--- config.mk ---
export PLATFORM = sky130hd
export DESIGN_NAME = fetch_unit
export DESIGN_NICKNAME = d
export VERILOG_FILES = /design/src/rtl/cpu_pkg.sv /design/src/rtl/program_counter.sv /design/src/rtl/fetch_unit.sv
export SDC_FILE = /design/constraint.sdc
export NUM_CORES = 1
export LEC_CHECK = 0
export CAP_MARGIN = 20
export CELL_PAD_IN_SITES_DETAIL_PLACEMENT = 1
export CELL_PAD_IN_SITES_GLOBAL_PLACEMENT = 2
export CORE_UTILIZATION = 27
export DETAILED_ROUTE_END_ITERATION = 10
export PLACE_DENSITY_LB_ADDON = 0.1
export SETUP_SLACK_MARGIN = 0.3
export SLEW_MARGIN = 20
export SYNTH_ARGS = -nofsm -noshare
export SYNTH_HDL_FRONTEND = slang
export SYNTH_HIERARCHICAL = 1
export SYNTH_SLANG_ARGS = --single-unit
--- constraint.sdc ---
create_clock -name clk -period 1.69 [get_ports clk]
set_input_delay 0.2535 -clock clk [delete_from_list [all_inputs] [get_ports clk]]
set_output_delay 0.2535 -clock clk [all_outputs]
set_load 0.05 [all_outputs]
--- src/rtl/cpu_pkg.sv ---
// Shared CPU constants: datapath widths, opcode values and fetch FSM encoding.
package cpu_pkg;

    localparam int unsigned CPU_PC_W    = 4;
    localparam int unsigned CPU_INSTR_W = 8;
    localparam int unsigned CPU_CNT_W   = 8;

    // Opcodes carried in the upper nibble of an instruction
    localparam logic [3:0] OP_LOAD  = 4'd0;
    localparam logic [3:0] OP_STORE = 4'd1;
    localparam logic [3:0] OP_ADD   = 4'd2;
    localparam logic [3:0] OP_SUB   = 4'd3;
    localparam logic [3:0] OP_AND   = 4'd4;
    localparam logic [3:0] OP_OR    = 4'd5;
    localparam logic [3:0] OP_JUMP  = 4'd6;
    localparam logic [3:0] OP_HALT  = 4'd7;

    // Fetch FSM state encoding
    localparam logic [1:0] ST_FETCH  = 2'd0;
    localparam logic [1:0] ST_VALID  = 2'd1;
    localparam logic [1:0] ST_HALTED = 2'd2;

endpackage

--- src/rtl/program_counter.sv ---
// Program counter register: load has priority over increment, wraps modulo 2^PC_W.
module program_counter
    import cpu_pkg::*;
#(
    parameter int unsigned PC_W = CPU_PC_W
) (
    input  logic            clk,
    input  logic            rst,
    input  logic            load,
    input  logic            inc,
    input  logic [PC_W-1:0] load_addr,
    output logic [PC_W-1:0] pc
);

    logic [PC_W-1:0] pc_q;
    logic [PC_W-1:0] pc_d;

    // Next PC: jump target beats increment; increment wraps silently
    always_comb begin
        pc_d = pc_q;
        if (load) begin
            pc_d = load_addr;
        end else if (inc) begin
            pc_d = pc_q + PC_W'(1);
        end
    end

    // PC register
    always_ff @(posedge clk or posedge rst) begin
        if (rst) begin
            pc_q <= '0;
        end else begin
            pc_q <= pc_d;
        end
    end

    assign pc = pc_q;

endmodule

--- src/rtl/fetch_unit.sv ---
// Instruction fetch unit: FETCH/VALID/HALTED FSM, instruction register and
// saturating fetch counter. Define FETCH_PROTO_CHECK_EN to enable the sticky
// proto_err detector for PC requests arriving during FETCH.
module fetch_unit
    import cpu_pkg::*;
#(
    parameter int unsigned PC_W    = CPU_PC_W,
    parameter int unsigned INSTR_W = CPU_INSTR_W,
    parameter int unsigned CNT_W   = CPU_CNT_W
) (
    input  logic               clk,
    input  logic               rst,
    input  logic               pc_enable,
    input  logic               pc_load,
    input  logic               halt,
    input  logic [PC_W-1:0]    jump_addr,
    input  logic [INSTR_W-1:0] imem_data,
    output logic [PC_W-1:0]    imem_addr,
    output logic [PC_W-1:0]    pc,
    output logic [INSTR_W-1:0] instruction,
    output logic               instr_valid,
    output logic [CNT_W-1:0]   fetch_count,
    output logic               proto_err
);

    logic [1:0]         state_q, state_d;
    logic [INSTR_W-1:0] instruction_q, instruction_d;
    logic               instr_valid_q, instr_valid_d;
    logic [CNT_W-1:0]   fetch_count_q, fetch_count_d;
    logic               pc_load_c, pc_inc_c;

    program_counter #(
        .PC_W(PC_W)
    ) u_pc (
        .clk       (clk),
        .rst       (rst),
        .load      (pc_load_c),
        .inc       (pc_inc_c),
        .load_addr (jump_addr),
        .pc        (pc)
    );

    // Next-state and datapath control; halt wins over every PC request
    always_comb begin
        state_d       = state_q;
        instruction_d = instruction_q;
        instr_valid_d = instr_valid_q;
        fetch_count_d = fetch_count_q;
        pc_load_c     = 1'b0;
        pc_inc_c      = 1'b0;
        case (state_q)
            ST_FETCH: begin
                if (halt) begin
                    state_d       = ST_HALTED;
                    instr_valid_d = 1'b0;
                end else begin
                    instruction_d = imem_data;
                    instr_valid_d = 1'b1;
                    if (fetch_count_q != {CNT_W{1'b1}}) begin
                        fetch_count_d = fetch_count_q + CNT_W'(1);
                    end
                    state_d = ST_VALID;
                end
            end
            ST_VALID: begin
                if (halt) begin
                    state_d       = ST_HALTED;
                    instr_valid_d = 1'b0;
                end else if (pc_load) begin
                    pc_load_c     = 1'b1;
                    instr_valid_d = 1'b0;
                    state_d       = ST_FETCH;
                end else if (pc_enable) begin
                    pc_inc_c      = 1'b1;
                    instr_valid_d = 1'b0;
                    state_d       = ST_FETCH;
                end
            end
            ST_HALTED: begin
                instr_valid_d = 1'b0;
            end
            default: begin
                state_d       = ST_FETCH;
                instr_valid_d = 1'b0;
            end
        endcase
    end

    // FSM and instruction-side registers
    always_ff @(posedge clk or posedge rst) begin
        if (rst) begin
            state_q       <= ST_FETCH;
            instruction_q <= '0;
            instr_valid_q <= 1'b0;
            fetch_count_q <= '0;
        end else begin
            state_q       <= state_d;
            instruction_q <= instruction_d;
            instr_valid_q <= instr_valid_d;
            fetch_count_q <= fetch_count_d;
        end
    end

`ifdef FETCH_PROTO_CHECK_EN
    logic proto_err_q, proto_err_d;

    // Sticky flag: PC request seen while a fetch is still in flight
    always_comb begin
        proto_err_d = proto_err_q;
        if ((state_q == ST_FETCH) && (pc_enable || pc_load)) begin
            proto_err_d = 1'b1;
        end
    end

    // Protocol-error register
    always_ff @(posedge clk or posedge rst) begin
        if (rst) begin
            proto_err_q <= 1'b0;
        end else begin
            proto_err_q <= proto_err_d;
        end
    end

    assign proto_err = proto_err_q;
`else
    assign proto_err = 1'b0;
`endif

    assign imem_addr   = pc;
    assign instruction = instruction_q;
    assign instr_valid = instr_valid_q;
    assign fetch_count = fetch_count_q;

endmodule

* Word-level counts from Yosys, hierarchy flattened *
Cells that the tools add are included.

storage, ports and cells
  output and inout bits = 26
  input bits = 17
  flip-flop bits (word level) = 23

operators by class
  bitwise logic cells = 2
  multiplexer cells = 19
  $add $sub $neg = 2
  eq/ne operators = 4
  reductions and logical operators = 5

operators by type and width
  cell                   count
  $mux W1                11
  $add A8 B1 Y8 const B  1
  $mux W2                4
  $mux W4                2
  $ne A8 B8 Y1 const B   1
  $pmux W2 S3            1
  $add A4 B1 Y4 const B  1
  $ne A4 B4 Y1 const B   1
  $reduce_and A2 Y1      2
  $reduce_and A3 Y1      1
  $eq A2 B1 Y1 const B   1
  $eq A2 B2 Y1 const B   1
  $logic_not A2 Y1       1
  $not A1 Y1             2
  $pmux W1 S2            1
  $reduce_bool A2 Y1     1

* Longest topological paths before layout *
  depth in word-level cells = 6
  gate-level depth with buffers = 5

* Hierarchy *
The synthesis kept the hierarchy.

by module, submodules not included
  module           seq. area each (µm²)  times used  area an instance (µm²)  cells each
  fetch_unit       475.5                 1           958.4                   80
  program_counter  100.1                 1           200.2                   19

* Worst setup path after synthesis *
No wires, ideal clock.

  kind = reg2reg
  from = register fetch_count_q[0] (netlist: fetch_count[0])
  to = register fetch_count_q[1] (netlist: fetch_count[1])
  stages on the path, launching flop included = 5
  arrival time = 1769 ps
  path slack = -204 ps
  data required time = 1565 ps
  cell sequence = dfrtp_1 ha_1 nand3_1 o21ai_1 mux2_2

between the ends
  longest elaborated chain between the ends = 2
  elaborated cells between the ends (all ways) = 3
  classes of those cells = add/sub (1); eq/ne (1); reduce/logical (1)

RTL lines
  item                                                   line               source
  start: declaration                                     fetch_unit.sv:29   logic [CNT_W-1:0] fetch_count_q, fetch_count_d;
  start signal: assignment                               fetch_unit.sv:100  fetch_count_q <= fetch_count_d;
  branches (longest 2 deep; another with $add A8 B1 Y8)  -

Several ways; the timed one is not identified.
A chain may end at the register's enable or synchronous reset.

* Worst setup path after layout *
  from = register state_q[0]
  to = register fetch_count_q[7] (netlist: fetch_count[7])

between the ends
  longest elaborated chain between the ends = 2

RTL lines
  item                                line              source
  start: declaration                  fetch_unit.sv:26  logic [1:0] state_q, state_d;
  start signal: assignment            fetch_unit.sv:97  state_q <= state_d;
  $logic_not A2 Y1                    fetch_unit.sv:51  case (state_q)
  $reduce_and A3 Y1 (no source line)  -

Every way passes these cells.

==> results_tabular.tex <==
\begin{tabular}{lr}
\hline
Metric & Value \\
\hline
\multicolumn{2}{l}{\textbf{Status}} \\
Status & finished clean \\
\multicolumn{2}{l}{\textbf{Timing}} \\
Number of setup violations in the final report & 0 \\
Number of endpoints with negative hold slack in the final report & 0 \\
Post-Route Skew & 0.003340 ns \\
Final critical delay including setup and external delays & 1.457 ns \\
Unrepaired setup endpoints after global routing & true \\
Max Slew Vio Count & 0 \\
WHS & 0.1960 ns \\
Tcrit/Tclk final & 86.23\% \\
Timing-limited maximum frequency & 686.2 MHz \\
Final worst-path setup slack & 0.2327 ns \\
\multicolumn{2}{l}{\textbf{Power and ir drop}} \\
Peak VDD IR & 0.7242 mV \\
Leakage & 0.8160 nW \\
Power density over cell area & 1608 nW/um\^{}2 \\
\multicolumn{2}{l}{\textbf{Drt}} \\
Via density & 4.572 \\
Final routed DRC violation total & 0 \\
Remaining number of nets flagged by the antenna check after routing & 0 \\
Total length of routed wires & 2883 microns \\
Drt wl/cell & 14.34 microns \\
Iteration-0 DRC Markers & 22 \\
Count of vias placed by the detailed router & 919 \\
Count of TritonRoute iterations in the first routing pass & 4 \\
\multicolumn{2}{l}{\textbf{Global routing}} \\
Grt ovf & 0 \\
Antenna violations before repair & 0 \\
Largest net degree at the start of global routing & 20 \\
GRT Overall Usage & 13.97\% \\
Vias in the first global route & 923 \\
Wire length of the first global-routing pass & 4616 microns \\
\multicolumn{2}{l}{\textbf{Floorplan}} \\
Floorplan die area & 4557 sq um \\
Number of standard-cell rows in the floorplan & 23 \\
Number of top-level design ports & 43 \\
Initial core utilization & 28.55\% \\
Chip Height & 67.51 microns \\
Core Footprint & 4058 sq um \\
Die span in x & 67.51 microns \\
\multicolumn{2}{l}{\textbf{Final layout}} \\
Number of cells in the finished layout apart from fillers & 201 \\
Number of antenna repair diodes & 0 \\
Final Util & 44.16\% \\
Area of all placed cells without fillers & 1792 sq um \\
Number of fillers in the final layout & 449 \\
Layout Nets & 171 \\
Fraction of layout cells with a size suffix above 1 & 53.64\% \\
Signed area change from the synthesized netlist to the final layout & 54.64\% \\
\multicolumn{2}{l}{\textbf{Place}} \\
Pre-CTS setup slack & -0.1880 ns \\
Final Wtd Congestion & 0.7789 \\
HPWL after detailed placement & 2018 microns \\
Total placed cells including tap cells & 190 \\
Placed cell area & 1622 sq um \\
Count of input and output buffers & 41 \\
\multicolumn{2}{l}{\textbf{Worst hold path}} \\
Type of the tightest min-delay check & input pin to async pin \\
\multicolumn{2}{l}{\textbf{Synth}} \\
Largest area contributor in the synthesized netlist & dfrtp\_1 \\
Register area share after synthesis & 49.68\% \\
Top post-synthesis cells by count & dfrtp\_1 (23), mux2\_2 (12), nand2\_1 (10), buf\_4 (5) \\
Synth warnings & 6 \\
Net count after synthesis & 118 \\
Fraction of synthesized cell area taken by the top area cell type & 49.68\% \\
Synth Area per Inst & 11.70 sq um \\
Most instantiated library cell after synthesis & dfrtp\_1 \\
Synthesized instance count & 99 \\
Unique masters post-synth & 32 \\
Post-synth EDFFs & 0 \\
Most used DFF post-synth & dfrtp\_1 \\
Register bit total from synthesis & 23 \\
Top area cells in the synthesized netlist & dfrtp\_1 (50\%), mux2\_2 (12\%), nor4\_4 (3.7\%) \\
Async SR Flop Fraction & 100.0\% \\
Post-Synthesis Cell Area & 1159 sq um \\
\multicolumn{2}{l}{\textbf{Clock tree}} \\
TritonCTS clock tree & yes \\
Clock transition time at the flip-flop clock pins of the worst setup and hold paths & 0.09 ns \\
Clock latency reported for the late side of the worst-skew pair & 0.27 ns \\
Clock sink count & 23 \\
Maximum level of the CTS H-tree & 1 \\
Root Driver & clkbuf\_8 \\
Max clock buf depth & 2 \\
Number of buffers created by CTS & 3 \\
\multicolumn{2}{l}{\textbf{Critical path}} \\
Capturing element type of the critical path & flip-flop \\
Maximum fanout along the worst path & 7 \\
CP startpoint kind & flip-flop \\
CP Data Arrival Time & 1.61 ns \\
Crit Path Class & flip-flop to flip-flop \\
Data required, critical path & 1.84 ns \\
\multicolumn{2}{l}{\textbf{Run}} \\
Number of violations of the max-capacitance limit & 0 \\
\hline
\end{tabular}
-- critical path, stage by stage, from the launching register on --
cell	delay, ns
dfrtp_2	0.47
nand4b_4	0.23
nor4_4	0.32
mux2_4	0.33
-- kinds of logic (layout without fill, tap and decap cells) --
group	Yosys count	after routing	synth area share, %
buffers and inverters	12	64	6.371
adders and majority gates	2	2	2.159
DFF	23	23	49.68
and+or+nand+nor	31	31	17.82
xor gates and xnor gates	4	4	3.024
other	1	1	0.3237
muxes	16	16	15.33
AOI/OAI and AO/OA	10	10	5.292
-- what timing repair did --
item / in CTS / in global routing
pin swaps: 5 / 2
cloned: 1 / 0
hold buffers: 0 / 0
gates resized for setup: 13 / 11
setup buffers: 6 / 0
endpoints found under the setup margin: 16 / 17
-- placed cells by master, fill, tap and decap left out, drive strengths merged, types with 2 or more instances in the layout --
cell            n
xnor2           3
inv             4
dfrtp          23
a21oi           2
ha              2
clkbuf          3
nand4           2
nand2          10
clkdlybuf4s50  15
o21ai           5
nand2b          2
buf            40
nor3            3
mux2i           2
nand3           2
nor4            2
mux2           14
nor2            4
-- registers in the layout, summed over array words and instances (netlist names) --
name / count
instruction: 8
state_q: 2
instr_valid: 1
u_pc/pc: 4
fetch_count: 8
-- power by group --
part | total, W | switching [W] | leakage, nW | internal [W]
clock network | 0.000355 | 0.000190 | 0.0255 | 0.000165
logic | 0.00157 | 0.000986 | 0.516 | 0.000587
registers | 0.000954 | 0.000210 | 0.274 | 0.000744
total | 0.00288 | 0.00139 | 0.816 | 0.00150
-- area by class of cell --
type	count	area (sq um)	share of cell area [%]
sequential	23	588.1	32.82
inverter	4	15.01	0.8380
multi-input combinational	64	613.1	34.22
clock inverter	1	5.005	0.2793
clock buffer	3	41.29	2.304
tap	50	62.56	3.492
timing repair buffer	56	466.7	26.05
-- through the flow --
step           power (W)  TNS (ns)
2_1_floorplan   0.001988         0
3_3_place_gp    0.002404   -0.5161
3_5_place_dp    0.002443   -0.7327
4_1_cts         0.002861         0
5_1_grt         0.003029         0
6_report        0.002881         0
-- per-layer routing --
metal	global-route usage [%]	share of wire (%)
met3	3.041	4.7
met5	0	0
met4	5.585	0.62
met2	22.03	48
met1	18.39	47
-- final timing paths --
check                                      startpoint                          to  slack (ns)  cells after the start
setup / recovery               state_q[0]$_DFFE_PP0P_  fetch_count[7]$_DFFE_PP0P_        0.23                      3
hold / removal                                    rst      u_pc/pc[2]$_DFFE_PP0P_        0.20                      2
setup reg to reg               state_q[0]$_DFFE_PP0P_  fetch_count[7]$_DFFE_PP0P_        0.23                      3
hold reg to reg            instruction[0]$_DFFE_PP0P_  instruction[0]$_DFFE_PP0P_        0.52                      1
max in group asynchronous                         rst  fetch_count[3]$_DFFE_PP0P_        1.11                      3
min in group clk           instruction[0]$_DFFE_PP0P_  instruction[0]$_DFFE_PP0P_        0.52                      1
Note: power is estimated with default switching activity, not from simulation.
